<file path="src/rtl/dwc_pw_tile_sequencer_if.sv">
// Handshake and tile-select bundle for the DWC tile sequencer.
// master = sequencer side, slave = window source / tile consumer side.
interface dwc_pw_tile_sequencer_if #(
  parameter int SIMD        = 3,
  parameter int PE          = 2,
  parameter int CHANNELS    = 9,
  parameter int KERNEL_PROD = 4,
  parameter int IMG_H       = 2,
  parameter int IMG_W       = 2
);
  localparam int SF  = CHANNELS / SIMD;
  localparam int NF  = KERNEL_PROD / PE;
  localparam int SFW = ($clog2(SF) > 1) ? $clog2(SF) : 1;
  localparam int NFW = ($clog2(NF) > 1) ? $clog2(NF) : 1;
  localparam int HW  = ($clog2(IMG_H) > 1) ? $clog2(IMG_H) : 1;
  localparam int WW  = ($clog2(IMG_W) > 1) ? $clog2(IMG_W) : 1;

  logic           s_tvalid;
  logic           s_tready;
  logic           buf_we;
  logic           m_tvalid;
  logic           m_tready;
  logic [NFW-1:0] nf_idx;
  logic [SFW-1:0] sf_idx;
  logic           last_win;
  logic           last_img;
  logic [HW-1:0]  h_idx;
  logic [WW-1:0]  w_idx;

  modport master (
    input  s_tvalid, m_tready,
    output s_tready, buf_we, m_tvalid,
    output nf_idx, sf_idx, last_win, last_img,
    output h_idx, w_idx
  );

  modport slave (
    output s_tvalid, m_tready,
    input  s_tready, buf_we, m_tvalid,
    input  nf_idx, sf_idx, last_win, last_img,
    input  h_idx, w_idx
  );
endinterface

</file>
<file path="src/rtl/dwc_pw_tile_sequencer.sv">
// Tile sequencer for the parallel-window DWC datapath.
// One window in -> NF*SF tiles out (NF outer, SF inner), tracks (h,w).
module dwc_pw_tile_sequencer #(
  parameter int SIMD        = 3,
  parameter int PE          = 2,
  parameter int CHANNELS    = 9,
  parameter int KERNEL_PROD = 4,
  parameter int IMG_H       = 2,
  parameter int IMG_W       = 2
) (
  input  logic ap_clk,
  input  logic ap_rst,
  dwc_pw_tile_sequencer_if.master sq
);
  localparam int SF  = CHANNELS / SIMD;
  localparam int NF  = KERNEL_PROD / PE;
  localparam int SFW = ($clog2(SF) > 1) ? $clog2(SF) : 1;
  localparam int NFW = ($clog2(NF) > 1) ? $clog2(NF) : 1;
  localparam int HW  = ($clog2(IMG_H) > 1) ? $clog2(IMG_H) : 1;
  localparam int WW  = ($clog2(IMG_W) > 1) ? $clog2(IMG_W) : 1;

  localparam logic [SFW-1:0] SF_MAX = SFW'(SF - 1);
  localparam logic [NFW-1:0] NF_MAX = NFW'(NF - 1);
  localparam logic [HW-1:0]  H_MAX  = HW'(IMG_H - 1);
  localparam logic [WW-1:0]  W_MAX  = WW'(IMG_W - 1);

  if ((CHANNELS % SIMD) != 0) begin : g_bad_simd
    $error("CHANNELS must be a multiple of SIMD");
  end
  if ((KERNEL_PROD % PE) != 0) begin : g_bad_pe
    $error("KERNEL_PROD must be a multiple of PE");
  end

  typedef enum logic {
    IDLE,
    EMIT
  } state_t;

  state_t         r_state;
  logic           r_mvalid;
  logic [NFW-1:0] r_nf;
  logic [SFW-1:0] r_sf;
  logic [HW-1:0]  r_h;
  logic [WW-1:0]  r_w;

  logic w_last_win;
  logic w_last_img;
  logic w_xfer;
  logic w_s_tready;
  logic w_acc;

  assign w_last_win = (r_nf == NF_MAX) && (r_sf == SF_MAX);
  assign w_last_img = w_last_win && (r_h == H_MAX) && (r_w == W_MAX);
  assign w_xfer     = r_mvalid && sq.m_tready;
  // Ready on the last tile's transfer gives back-to-back windows.
  assign w_s_tready = !ap_rst &&
                      ((r_state == IDLE) || (w_xfer && w_last_win));
  assign w_acc      = sq.s_tvalid && w_s_tready;

  // Window/tile sequencing FSM with registered valid and indices.
  always_ff @(posedge ap_clk) begin
    if (ap_rst) begin
      r_state  <= IDLE;
      r_mvalid <= 1'b0;
      r_nf     <= '0;
      r_sf     <= '0;
      r_h      <= '0;
      r_w      <= '0;
    end else if (w_xfer) begin
      if (w_last_win) begin
        r_nf <= '0;
        r_sf <= '0;
        if (r_w == W_MAX) begin
          r_w <= '0;
          r_h <= (r_h == H_MAX) ? '0 : r_h + 1'b1;
        end else begin
          r_w <= r_w + 1'b1;
        end
        if (w_acc) begin
          r_state  <= EMIT;
          r_mvalid <= 1'b1;
        end else begin
          r_state  <= IDLE;
          r_mvalid <= 1'b0;
        end
      end else if (r_sf == SF_MAX) begin
        r_sf <= '0;
        r_nf <= r_nf + 1'b1;
      end else begin
        r_sf <= r_sf + 1'b1;
      end
    end else if (w_acc) begin
      r_state  <= EMIT;
      r_mvalid <= 1'b1;
      r_nf     <= '0;
      r_sf     <= '0;
    end
  end

  assign sq.s_tready = w_s_tready;
  assign sq.buf_we   = w_acc;
  assign sq.m_tvalid = r_mvalid;
  assign sq.nf_idx   = r_nf;
  assign sq.sf_idx   = r_sf;
  assign sq.last_win = w_last_win;
  assign sq.last_img = w_last_img;
  assign sq.h_idx    = r_h;
  assign sq.w_idx    = r_w;
endmodule

</file>
<file path="src/flat_wrapper.sv">
// flat-port wrapper written by rule: the top's interface ports become plain ports
module dwc_pw_tile_sequencer_flat 
#(
  parameter int SIMD        = 3,
  parameter int PE          = 2,
  parameter int CHANNELS    = 9,
  parameter int KERNEL_PROD = 4,
  parameter int IMG_H       = 2,
  parameter int IMG_W       = 2
)
  (ap_clk, ap_rst, sq_s_tvalid, sq_m_tready, sq_s_tready, sq_buf_we, sq_m_tvalid, sq_nf_idx, sq_sf_idx, sq_last_win, sq_last_img, sq_h_idx, sq_w_idx);
  dwc_pw_tile_sequencer_if #(.SIMD(SIMD), .PE(PE), .CHANNELS(CHANNELS), .KERNEL_PROD(KERNEL_PROD), .IMG_H(IMG_H), .IMG_W(IMG_W)) sq_i ();
  input  logic ap_clk;
  input  logic ap_rst;
  input wire logic [$bits(sq_i.s_tvalid)-1:0] sq_s_tvalid;
  input wire logic [$bits(sq_i.m_tready)-1:0] sq_m_tready;
  output wire logic [$bits(sq_i.s_tready)-1:0] sq_s_tready;
  output wire logic [$bits(sq_i.buf_we)-1:0] sq_buf_we;
  output wire logic [$bits(sq_i.m_tvalid)-1:0] sq_m_tvalid;
  output wire logic [$bits(sq_i.nf_idx)-1:0] sq_nf_idx;
  output wire logic [$bits(sq_i.sf_idx)-1:0] sq_sf_idx;
  output wire logic [$bits(sq_i.last_win)-1:0] sq_last_win;
  output wire logic [$bits(sq_i.last_img)-1:0] sq_last_img;
  output wire logic [$bits(sq_i.h_idx)-1:0] sq_h_idx;
  output wire logic [$bits(sq_i.w_idx)-1:0] sq_w_idx;
  assign sq_i.s_tvalid = sq_s_tvalid;
  assign sq_i.m_tready = sq_m_tready;
  assign sq_s_tready = sq_i.s_tready;
  assign sq_buf_we = sq_i.buf_we;
  assign sq_m_tvalid = sq_i.m_tvalid;
  assign sq_nf_idx = sq_i.nf_idx;
  assign sq_sf_idx = sq_i.sf_idx;
  assign sq_last_win = sq_i.last_win;
  assign sq_last_img = sq_i.last_img;
  assign sq_h_idx = sq_i.h_idx;
  assign sq_w_idx = sq_i.w_idx;
  dwc_pw_tile_sequencer #(.SIMD(SIMD), .PE(PE), .CHANNELS(CHANNELS), .KERNEL_PROD(KERNEL_PROD), .IMG_H(IMG_H), .IMG_W(IMG_W)) u_core (.ap_clk(ap_clk), .ap_rst(ap_rst), .sq(sq_i));
endmodule
</file>
<file path="config.mk">
export PLATFORM = sky130hd
export DESIGN_NAME = dwc_pw_tile_sequencer_flat
export DESIGN_NICKNAME = d
export VERILOG_FILES = /design/src/rtl/dwc_pw_tile_sequencer_if.sv /design/src/rtl/dwc_pw_tile_sequencer.sv /design/src/flat_wrapper.sv
export SDC_FILE = /design/constraint.sdc
export NUM_CORES = 1
export LEC_CHECK = 0
export CELL_PAD_IN_SITES_DETAIL_PLACEMENT = 2
export CELL_PAD_IN_SITES_GLOBAL_PLACEMENT = 2
export CORE_AREA = 8 8 45 47
export CTS_BUF_LIST = sky130_fd_sc_hd__clkbuf_8
export CTS_CLUSTER_SIZE = 14
export DETAILED_ROUTE_END_ITERATION = 6
export DIE_AREA = 0 0 53 55
export DONT_BUFFER_PORTS = 1
export PLACE_DENSITY = 0.7
export RECOVER_POWER = 25
export SETUP_SLACK_MARGIN = 0.15
export SYNTH_ARGS = -nofsm -noshare
export SYNTH_HDL_FRONTEND = slang
export SYNTH_SLANG_ARGS = --single-unit
</file>
<file path="constraint.sdc">
create_clock -name ap_clk -period 2.9 [get_ports ap_clk]
set_input_delay 0.58 -clock ap_clk [delete_from_list [all_inputs] [get_ports ap_clk]]
set_output_delay 0.58 -clock ap_clk [all_outputs]
set_load 0.03 [all_outputs]
</file>
# Word-level counts from Yosys, hierarchy flattened
# Cells that the tools add are included.
[classes]
shifts = 0
n_mul = 0
div = 0
n_mux = 14
bitwise = 1
addsub = 4
n_reduce_logical = 14
order_cmp = 0
eq_ne = 3
[ops]
columns = ["operator", "n"]
rows = [
  ["2-to-1 mux 1 bit", 10],
  ["2-to-1 mux 2 bit", 4],
  ["logical AND 1 bit", 7],
  ["AND reduction 2 bit", 3],
  ["adder 1 bit, second input constant", 3],
  ["inequality test 3 x 2 -> 1 bit, second input constant", 1],
  ["AND reduction 3 bit", 1],
  ["adder 2 x 1 -> 2 bit, second input constant", 1],
  ["== test 2 bit, second input constant", 1],
  ["inequality test 2 x 1 -> 1 bit, second input constant", 1],
  ["nonzero test 2 bit", 1],
  ["logical NOT 1 bit", 1],
  ["logical OR 1 bit", 1],
  ["inverter 1 bit", 1],
]
[word_totals]
ramBits = 0
wordCells = 41
mem_count = 0
ff_bits = 6
rom_bits = 0
latch_bits = 0

# Depth between registers and ports, before layout
# Gate-level depths: netlist of run 1.
[depth]
ltp_word = 9
mapped_depth = 4

# Worst setup path after synthesis of run 1
# Ideal clock, no wire load.
[synth_path]
kind = "reg-to-output"
from = "register u_core.r_sf[1] (netlist: u_core.sq.sf_idx[1])"
to = "output sq_buf_we"
arrival_time_ns = 1.744
stages_incl_launch_ff = 5
path_buffers = 1
t_required_ns = 2.320
path_slack_ns = 0.576
path_cell_list = "dfxtp_1 and3b_1 buf_6 a21boi_2 nor3b_1"
[synth_between]
elab_chain_len = 6
[synth_rtl]
columns = ["item", "line_no", "text"]
rows = [
  ["from (decl)", "dwc_pw_tile_sequencer.sv:42", "logic [SFW-1:0] r_sf;"],
  ["from (signal assigned)", "dwc_pw_tile_sequencer.sv:90", "r_sf <= r_sf + 1'b1;"],
  ["== test 2 bit", "dwc_pw_tile_sequencer.sv:52", "assign w_last_win = (r_nf == NF_MAX) && (r_sf == SF_MAX);"],
  ["logical AND 1 bit", "dwc_pw_tile_sequencer.sv:52", ""],
  ["via sq_last_win", "flat_wrapper.sv:22", "output wire logic [$bits(sq_i.last_win)-1:0] sq_last_win;"],
  ["logical AND 1 bit", "dwc_pw_tile_sequencer.sv:57", "((r_state == IDLE) || (w_xfer && w_last_win));"],
  ["logical OR 1 bit", "dwc_pw_tile_sequencer.sv:57", ""],
  ["logical AND 1 bit", "dwc_pw_tile_sequencer.sv:56", "assign w_s_tready = !ap_rst &&"],
  ["logical AND 1 bit", "dwc_pw_tile_sequencer.sv:58", "assign w_acc = sq.s_tvalid && w_s_tready;"],
  ["to (decl)", "flat_wrapper.sv:18", "output wire logic [$bits(sq_i.buf_we)-1:0] sq_buf_we;"],
]
# The timed path passes the listed nets, and every way through them passes these cells.

# Final worst setup path of run 1
[layout_path]
from = "register u_core.r_sf[1] (netlist: u_core.sq.sf_idx[1])"
to = "output sq_s_tready"
[layout_between]
elab_chain_len = 5
[layout_rtl]
columns = ["item", "line_no", "text"]
rows = [
  ["== test 2 bit", "dwc_pw_tile_sequencer.sv:52", ""],
  ["logical AND 1 bit", "dwc_pw_tile_sequencer.sv:52", ""],
  ["logical AND 1 bit", "dwc_pw_tile_sequencer.sv:57", ""],
  ["logical OR 1 bit", "dwc_pw_tile_sequencer.sv:57", ""],
  ["logical AND 1 bit", "dwc_pw_tile_sequencer.sv:56", ""],
  ["to (decl)", "flat_wrapper.sv:17", "output wire logic [$bits(sq_i.s_tready)-1:0] sq_s_tready;"],
]
# No other way between the ends.

==> summary.txt, run 1 <==
Run status
  – Status: finished clean

Setup path
  – Reg2Reg Depth: 4
  – CP max-delay cell: dfxtp_1
  – Worst setup startpoint: u_core.sq.sf_idx[1]$_SDFFE_PP0P_
  – Crit-path max FO: 7
  – R2R Path Start: u_core.r_state$_SDFFE_PP0P_
  – CP max stage delay: around 0.60 ns
  – Worst setup SP type: register
  – Worst Setup EP: sq_s_tready
  – Worst setup path class: register to primary output
  – Arrival @ worst endpoint: 1.80 ns
  – Crit Reg-Reg Endpoint: u_core.sq.sf_idx[1]$_SDFFE_PP0P_
  – Required time of the critical path: approximately 2.3 ns
  – CP cell instances: and3b_1, buf_4, a21boi_2, nor2_1
  – Crit-path leading delay family: simple AND/OR/NAND/NOR gates
  – CP Capture Type: primary output
  – Crit path depth: 4
  – Reg2Reg Setup Slack: ~1.3 ns
  – Worst path bufs/invs: 1

STA
  – Final hold violation count: 0
  – Worst Max-Slew Pin Slew: ~0.77 ns
  – RSZ-0062 raised after global routing: false
  – Min Tclk post-route: 2.382 ns
  – Max frequency: roughly 420 MHz
  – Final setup violation count: 0
  – Max_slew headroom: 0.4842
  – Fin crit share: 0.8214
  – Setup_tns: 0 ns
  – Setup Skew: 0.0005150 ns
  – Max Slew Vio Count: 0

Synthesis
  – Dominant cells by area after synthesis: dfxtp_1, mux2_4, nand4_4
  – Most frequent cells after synthesis: dfxtp_1, a21oi_1, nand2_1, nor2_1
  – Post-synth EDFFs: 0
  – Mapped Area: 344.1 um2
  – Synth Flop Type: dfxtp_1
  – FF+latch count, synth: 6
  – Yosys top cell area share: 0.3491
  – Yosys cell types: 23
  – Count leader, synth: dfxtp_1
  – Synthesized net count: 41
  – Yosys warnings: 0
  – Mapped Cells: 37
  – Async S/R FF share, synth: 0
  – Post-synth top area cell: dfxtp_1
  – Sequential-to-total area share from yosys stat: 0.3491
  – Syn avg cell area: about 9.3 um2

Floorplanning
  – Row cnt: 14
  – Die Outline Area: just under 3000 um2
  – Core area: about 1400 um2
  – Initial Utilization: 0.2486
  – Die width: 53 um
  – Die height: 55 um
  – I/O pins: 14

Clocking
  – CTS tree: done
  – Post_cts resized: 0
  – Worst-path clk slew: approximately 0.030 ns
  – Root buf cell: clkbuf_8
  – H-Tree Depth: 1
  – Post-CTS setup buffers: 0
  – Hold_buf cts: 0
  – Total CTS buffers: 3
  – Clk sinks: 6
  – Clock Latency Late Sink: around 0.22 ns
  – Deepest clock path buffer count: 2

Run
  – Maximum capacitance violations: 0

Worst hold path
  – Hold Startpoint: ap_rst
  – HP Class: primary input to register

Global route
  – Initial antenna violation count: 0
  – GRT overflow: 0
  – First-pass GRT wire length: between 1500 and 2000 um
  – Tot GR Track Use: 0.08256
  – Vias in the first global route: 329
  – Largest net degree at the start of global routing: 11

Routing
  – Drt drc: 0
  – TritonRoute pass-1 iters: 2
  – Vias per Instance: 5.286
  – Vias after detailed routing: approximately 300
  – Drt wl/cell: around 18 um
  – Final ANT Viol Nets: 0
  – Initial DRC Count: 2
  – Final wirelength: ~1000 um

Placement
  – Routability cong.: 0.7605
  – Dpl hpwl: around 800 um
  – Post-Place Cells: 53
  – I/O Buffers: 0
  – Placed instance area: 366.6 um2

Pwr
  – Final Power: around 230 uW
  – Leakage: about 0.00016 uW
  – Pwr dens: approximately 570 nW/um2
  – VDD IR-drop max: between 0.1 and 0.15 mV

Final layout
  – N_diodes: 0
  – Share of cells above drive strength 1: 0.2500
  – Area growth from synthesis to layout: 17.45%
  – Final instance area: approximately 400 um2
  – Final std cells w/o fill: between 50 and 60
  – Final net count: 46
==> final cells by class <==
type	instances	area, um2
Timing Repair Buffer	3	18.77
Inverter	1	3.754
Sequential cell	6	120.1
Tap cell	16	20.02
Fill cell	166	979.7
Clock buffer	3	41.29
Multi-Input combinational cell	27	200.2
==> power by group <==
| group | internal [uW] | total, uW | switching, uW |
|---|---|---|---|
| logic | 6.34 | 19.3 | 12.9 |
| registers | 85.0 | 88.5 | 3.59 |
| clock network | 89.0 | 122 | 33.5 |
==> metal layers <==
| metal | track usage | wire length [um] | share of wire |
|---|---|---|---|
| met1 | 0.06697 | 367 | 0.36 |
| met2 | 0.1289 | 500 | 0.48 |
| met3 | 0.06150 | 145 | 0.14 |
| met5 | 0 | 0 | 0 |
| met4 | 0.07759 | 19 | 0.018 |
==> per-stage QoR <==
| step | hold WS [ns] | util | setup WS [ns] |
|---|---|---|---|
| finish | 0.4287 | 0.2920 | 0.5178 |
| global route | 0.4181 | 0.2920 | 0.4381 |
| CTS | 0.4219 | 0.2948 | 0.4980 |
| detailed placement | 0.6541 | 0.2649 | 0.7413 |
| global placement | 0.6405 | 0.2649 | 0.7678 |
| floorplan | 0.6058 | - | 0.5759 |
==> placed cells by master (no fill, tap or decap) <==
cell type,count
a21boi_2,1
a21oi_1,3
a41oi_1,1
and3_2,1
and3b_1,1
buf_4,2
clkbuf_1,1
clkbuf_8,3
dfxtp_1,6
inv_1,1
mux2_4,2
mux2i_1,1
nand2_1,3
nand3_1,1
nand3b_1,1
nand4_4,1
nor2_1,3
nor2b_1,2
nor3_1,1
nor3b_1,1
o21ai_0,1
o21ba_1,1
or3_1,2
==> sequential cells by signal, summed over array words and instances, names as in the netlist <==
register,count
u_core.sq.sf_idx,2
u_core.sq.h_idx,1
u_core.sq.w_idx,1
u_core.sq.nf_idx,1
u_core.r_state,1
==> logic make-up (layout without fill, tap and decap cells) <==
kind of cell,after synthesis,in the layout,share of synthesized area
simple gates,17,17,0.3200
mux,3,3,0.1164
flops,6,6,0.3491
compound gates,7,7,0.1454
buf+inv,4,7,0.06905
==> worst min path at each step <==
| stage | to | cells after the start |
|---|---|---|
| floorplan | u_core.sq.sf_idx[0]$_SDFFE_PP0P_ | 2 |
| global placement | u_core.sq.sf_idx[0]$_SDFFE_PP0P_ | 2 |
| detailed placement | u_core.sq.sf_idx[0]$_SDFFE_PP0P_ | 1 |
| CTS | u_core.sq.sf_idx[0]$_SDFFE_PP0P_ | 1 |
| global route | u_core.sq.sf_idx[0]$_SDFFE_PP0P_ | 1 |
| finish | u_core.sq.sf_idx[0]$_SDFFE_PP0P_ | 1 |
Power figures use the tool's default switching activity.
==> run 2, diff against run 1 <==
--- a/config.mk
+++ b/config.mk
@@ -13,7 +13,7 @@
 export DETAILED_ROUTE_END_ITERATION = 6
 export DIE_AREA = 0 0 53 55
 export DONT_BUFFER_PORTS = 1
-export PLACE_DENSITY = 0.7
+export PLACE_DENSITY = 0.72
 export RECOVER_POWER = 25
 export SETUP_SLACK_MARGIN = 0.15
 export SYNTH_ARGS = -nofsm -noshare
==> constraint.sdc (replaced) <==
create_clock -name ap_clk -period 2 [get_ports ap_clk]
set_input_delay 0.4 -clock ap_clk [delete_from_list [all_inputs] [get_ports ap_clk]]
set_output_delay 0.4 -clock ap_clk [all_outputs]
set_load 0.03 [all_outputs]
==> summary.txt, run 2 (synthesis gave the netlist of run 1 again) <==
Setup path
  – Worst path bufs/invs: 1
  – CP max-delay cell: and3_2
  – Reg2Reg Setup Slack: between 0.5 and 0.6 ns
  – Worst setup path class: register to primary output
  – Crit-path max FO: 4
  – CP max stage delay: a little over 0.3 ns
  – CP Capture Type: primary output
  – Arrival @ worst endpoint: 1.29 ns
  – CP cell instances: and3b_1, buf_4, and3_2
  – Worst setup SP type: register
  – Required time of the critical path: ~1.6 ns
  – Crit-path leading delay family: simple AND/OR/NAND/NOR gates

Routing
  – Final wirelength: around 1100 um
  – Final ANT Viol Nets: 0
  – TritonRoute pass-1 iters: 2
  – Vias after detailed routing: between 300 and 400
  – Initial DRC Count: 2
  – Drt drc: 0
  – Drt wl/cell: between 15 and 20 um
  – Vias per Instance: roughly 5.1

Run status
  – Status: finished clean

Clocking
  – Clock Latency Late Sink: roughly 0.22 ns
  – CTS tree: done
  – Total CTS buffers: 3
  – Root buf cell: clkbuf_8
  – Post_cts resized: 0
  – H-Tree Depth: 1
  – Clk sinks: 6
  – Worst-path clk slew: 0.04 ns
  – Deepest clock path buffer count: 2
  – Post-CTS setup buffers: 0
  – Hold_buf cts: 0

Final layout
  – Most common cell after layout, fill and taps aside: dfxtp_1
  – Share of cells above drive strength 1: 0.2955
  – Most frequent cells in the layout: dfxtp_1, buf_4
  – N_diodes: 0
  – Final instance area: ~440 um2
  – Final net count: 50
  – Area growth from synthesis to layout: 27.27%
  – Max reg flops: 2

Floorplanning
  – Initial Utilization: 0.2486
  – Core area: roughly 1400 um2
  – Die Outline Area: 2915 um2
  – I/O pins: 14
  – Row cnt: 14
  – Die height: ~55 um
  – Die width: roughly 53 um

Global route
  – Vias in the first global route: approximately 360
  – Largest net degree at the start of global routing: 11
  – GRT overflow: 0
  – Tot GR Track Use: 0.09339
  – Initial antenna violation count: 0
  – First-pass GRT wire length: approximately 1800 um

Run
  – Maximum capacitance violations: 0

Placement
  – Placed instance area: about 410 um2
  – Routability cong.: around 0.73
  – I/O Buffers: 0
  – Pre-CTS WS: about 0.54 ns
  – Dpl hpwl: about 900 um

STA
  – Setup_tns: 0 ns
  – Max frequency: roughly 600 MHz
  – Worst Slack Setup Final: around 0.3 ns
  – Final setup violation count: 0
  – Max_slew headroom: 0.6402
  – Max Slew Vio Count: 0
  – Min Tclk post-route: 1.695 ns
  – Final hold violation count: 0
  – Worst Max-Slew Pin Slew: around 0.54 ns
  – Setup Skew: 0.001955 ns
  – Fin crit share: 0.8475
  – RSZ-0062 raised after global routing: false

Pwr
  – Pwr dens: roughly 790 nW/um2
  – VDD IR-drop max: 0.2137 mV
  – Final Power: 346.9 uW
  – Leakage: roughly 0.00018 uW

Worst hold path
  – HP Class: primary input to register
## run 2: report_power, final
part | leakage [uW] | switching (uW) | internal, uW
combinational | 0.000108 | 24.8 | 14.0
clock | 0.0000216 | 54.1 | 129
sequential | 0.0000488 | 1.35 | 123
total | 0.000178 | 80.3 | 267
## run 2: layout make-up
class | instances | area (um2)
inverter | 1 | 3.754
timing repair buffer | 7 | 41.29
multi-input combinational | 27 | 211.5
clock buffer | 3 | 41.29
fill | 160 | 945.9
sequential | 6 | 120.1
tap | 16 | 20.02
## run 2: stage by stage
step                      hold WS (ns)  utilization  cells
final                           0.2475       0.3165     60
after global routing            0.2345       0.3165     60
after CTS                       0.2411       0.3246     60
after detailed placement        0.4788       0.2948     57
after global placement          0.4716       0.2948     57
after floorplan                 0.5332            -     37
## run 2: worst register-to-register path, delay by kind of cell, from the launching register on
family | cells | cell delay [ns]
and+or+nand+nor | 1 | 0.36
AOI/OAI and AO/OA | 1 | 0.14
DFF | 1 | 0.32
buffers and inverters | 2 | 0.55
## run 2: layer usage
layer,global-route usage,vias to the layer above,wire length [um]
li1,-,144,-
met1,0.08649,146,406
met2,0.1465,12,578
met3,0.05615,2,141
met4,0.07759,0,15
met5,0,-,0
## run 2: worst paths after layout
path / startpoint / end / cells past startpoint
worst max register to register: u_core.sq.sf_idx[0]$_SDFFE_PP0P_ / u_core.sq.sf_idx[1]$_SDFFE_PP0P_ / 4
worst min-delay path: ap_rst / u_core.sq.sf_idx[1]$_SDFFE_PP0P_ / 1
worst max-delay path: u_core.sq.sf_idx[0]$_SDFFE_PP0P_ / sq_last_img / 3
worst min register to register: u_core.r_state$_SDFFE_PP0P_ / u_core.r_state$_SDFFE_PP0P_ / 2
==> run 3, diff against run 2 <==
--- a/config.mk
+++ b/config.mk
@@ -13,7 +13,7 @@
 export DETAILED_ROUTE_END_ITERATION = 6
 export DIE_AREA = 0 0 53 55
 export DONT_BUFFER_PORTS = 1
-export PLACE_DENSITY = 0.72
+export PLACE_DENSITY = 0.7
 export RECOVER_POWER = 25
 export SETUP_SLACK_MARGIN = 0.15
 export SYNTH_ARGS = -nofsm -noshare
==> constraint.sdc (replaced) <==
create_clock -name ap_clk -period 1.8 [get_ports ap_clk]
set_input_delay 0.36 -clock ap_clk [delete_from_list [all_inputs] [get_ports ap_clk]]
set_output_delay 0.36 -clock ap_clk [all_outputs]
set_load 0.03 [all_outputs]
==> summary.txt, run 3 (synthesis gave the netlist of run 1 again) <==
Run status
  – Status: finished clean

Worst hold path
  – HP Class: primary input to register
  – Hold Startpoint: ap_rst

Floorplanning
  – Row cnt: 14
  – I/O pins: 14
  – Initial Utilization: 0.2486
  – Core area: approximately 1400 um2
  – Die height: 55 um
  – Die width: approximately 53 um
  – Die Outline Area: between 2000 and 3000 um2

Routing
  – Final ANT Viol Nets: 0
  – Vias per Instance: 4.984
  – TritonRoute pass-1 iters: 4
  – Final wirelength: approximately 1100 um
  – Initial DRC Count: 7
  – Drt drc: 0
  – Drt wl/cell: around 18 um
  – Vias after detailed routing: approximately 300

Setup path
  – Worst Setup EP: sq_buf_we
  – Worst setup SP type: register
  – Worst setup path class: register to primary output
  – Worst setup startpoint: u_core.sq.sf_idx[0]$_SDFFE_PP0P_
  – Arrival @ worst endpoint: about 1.2 ns
  – R2R Path Start: u_core.sq.sf_idx[0]$_SDFFE_PP0P_
  – CP Capture Type: primary output
  – Crit Reg-Reg Endpoint: u_core.sq.sf_idx[1]$_SDFFE_PP0P_
  – Required time of the critical path: between 1 and 1.5 ns
  – Crit-path max FO: 3
  – Reg2Reg Setup Slack: around 0.33 ns
  – Reg2Reg Depth: 4

STA
  – Setup_tns: 0 ns
  – Fin crit share: 0.8867
  – Worst Max-Slew Pin Slew: 0.5160 ns
  – Min Tclk post-route: about 1.6 ns
  – Max_slew headroom: 0.6560
  – Final setup violation count: 0
  – Setup Skew: a little under 0.00008 ns
  – Max Slew Vio Count: 0
  – Final hold violation count: 0
  – Max frequency: 626.5 MHz
  – RSZ-0062 raised after global routing: false

Pwr
  – Internal: a little under 300 uW
  – Pwr dens: just over 800 nW/um2
  – Sequential share of power: 0.361
  – Leakage: around 0.00020 uW
  – VDD IR-drop max: 0.5297 mV
  – Power share of the combinational group: 0.115
  – Final Power: ~380 uW
  – Switching part of the total power: 0.2235
  – Clk pwr share: 0.524
  – Net switching power: 85.79 uW

Final layout
  – Most common cell after layout, fill and taps aside: buf_4
  – Multi-input logic area: approximately 220 um2
  – Register cell area after layout: 123.9 um2
  – N_diodes: 0
  – Final net count: 52
  – Layout filler cell count: ~160
  – Area growth from synthesis to layout: 37.09%
  – Share of cells above drive strength 1: 0.4565
  – Max reg flops: 2

Placement
  – I/O Buffers: 0
  – Routability cong.: slightly above 0.7

Clocking
  – Clock Latency Late Sink: about 0.22 ns
  – H-Tree Depth: 1
  – Root buf cell: clkbuf_8
  – Total CTS buffers: 3
  – Hold_buf cts: 0
  – Worst-path clk slew: 0.04 ns
  – Deepest clock path buffer count: 2
  – Clk sinks: 6
  – CTS tree: done

Run
  – Maximum capacitance violations: 0

Global route
  – GRT overflow: 0
  – Met3 Use GR: 0.08556
  – First-pass GRT wire length: 1718 um
  – Met2 Use GR: 0.1523
  – Initial antenna violation count: 0
  – Largest net degree at the start of global routing: 11
  – M1 GR Usage: 0.06687
  – Tot GR Track Use: 0.08743
  – GRT Max-Usage Layer: met2
  – Vias in the first global route: 352
-- run 3: cell type report --
type | instances | share of cell area
repair buffers | 9 | 0.1273
multi-input cells | 27 | 0.4721
flip-flops and latches | 6 | 0.2626
inverters | 1 | 0.007958
well taps | 16 | 0.04244
clock buffers | 3 | 0.08753
-- run 3: layer usage --
| layer | wire [um] | part of all wire |
|---|---|---|
| met1 | 363 | 0.32 |
| met2 | 631 | 0.55 |
| met3 | 145 | 0.13 |
| met4 | 0 | 0 |
| met5 | 0 | 0 |
-- run 3: power by group through the flow --
stage               Sequential (uW)  Combinational [uW]  Clock [uW]
finish                          139                44.1         201
floorplan                       147                28.3           0
global route                    139                47.7         219
detailed placement              141                44.4           0
global placement                140                42.2           0
CTS                             139                44.6         208
-- run 3: worst max-delay path, cell delays in order (launching register included) --
cell      delay (ns)
dfxtp_2         0.31
and3b_2         0.27
a21boi_4        0.08
nor3b_4         0.17
buf_4           0.18
-- run 3: timing repair --
| item | 4_1_cts | 5_1_grt |
|---|---|---|
| gates resized for setup | 1 | 1 |
| setup endpoints to repair | 2 | 1 |
| gates cloned | 0 | 0 |
| buffers inserted | 2 | 0 |
-- run 3: worst min-delay path by stage --
stage | endpoint | depth (start not counted) | slack [ns]
2_1_floorplan | u_core.r_state$_SDFFE_PP0P_ | 1 | 0.49
3_3_place_gp | u_core.sq.sf_idx[0]$_SDFFE_PP0P_ | 1 | 0.42
3_5_place_dp | u_core.sq.sf_idx[0]$_SDFFE_PP0P_ | 1 | 0.43
4_1_cts | u_core.sq.sf_idx[0]$_SDFFE_PP0P_ | 1 | 0.19
5_1_grt | u_core.sq.sf_idx[1]$_SDFFE_PP0P_ | 1 | 0.19
6_report | u_core.sq.sf_idx[0]$_SDFFE_PP0P_ | 1 | 0.20
-- run 3: metrics by stage --
stage	std cells	worst slack, ns	instance area, um2	util	hold slack (ns)
2_1_floorplan	37	0.1891	361.6	-	0.4932
3_3_place_gp	57	0.3002	414.1	0.2993	0.4240
3_5_place_dp	57	0.2435	414.1	0.2993	0.4262
4_1_cts	62	0.1913	471.7	0.3409	0.1926
5_1_grt	62	0.1546	471.7	0.3409	0.1940
6_report	62	0.2039	471.7	0.3409	0.1989
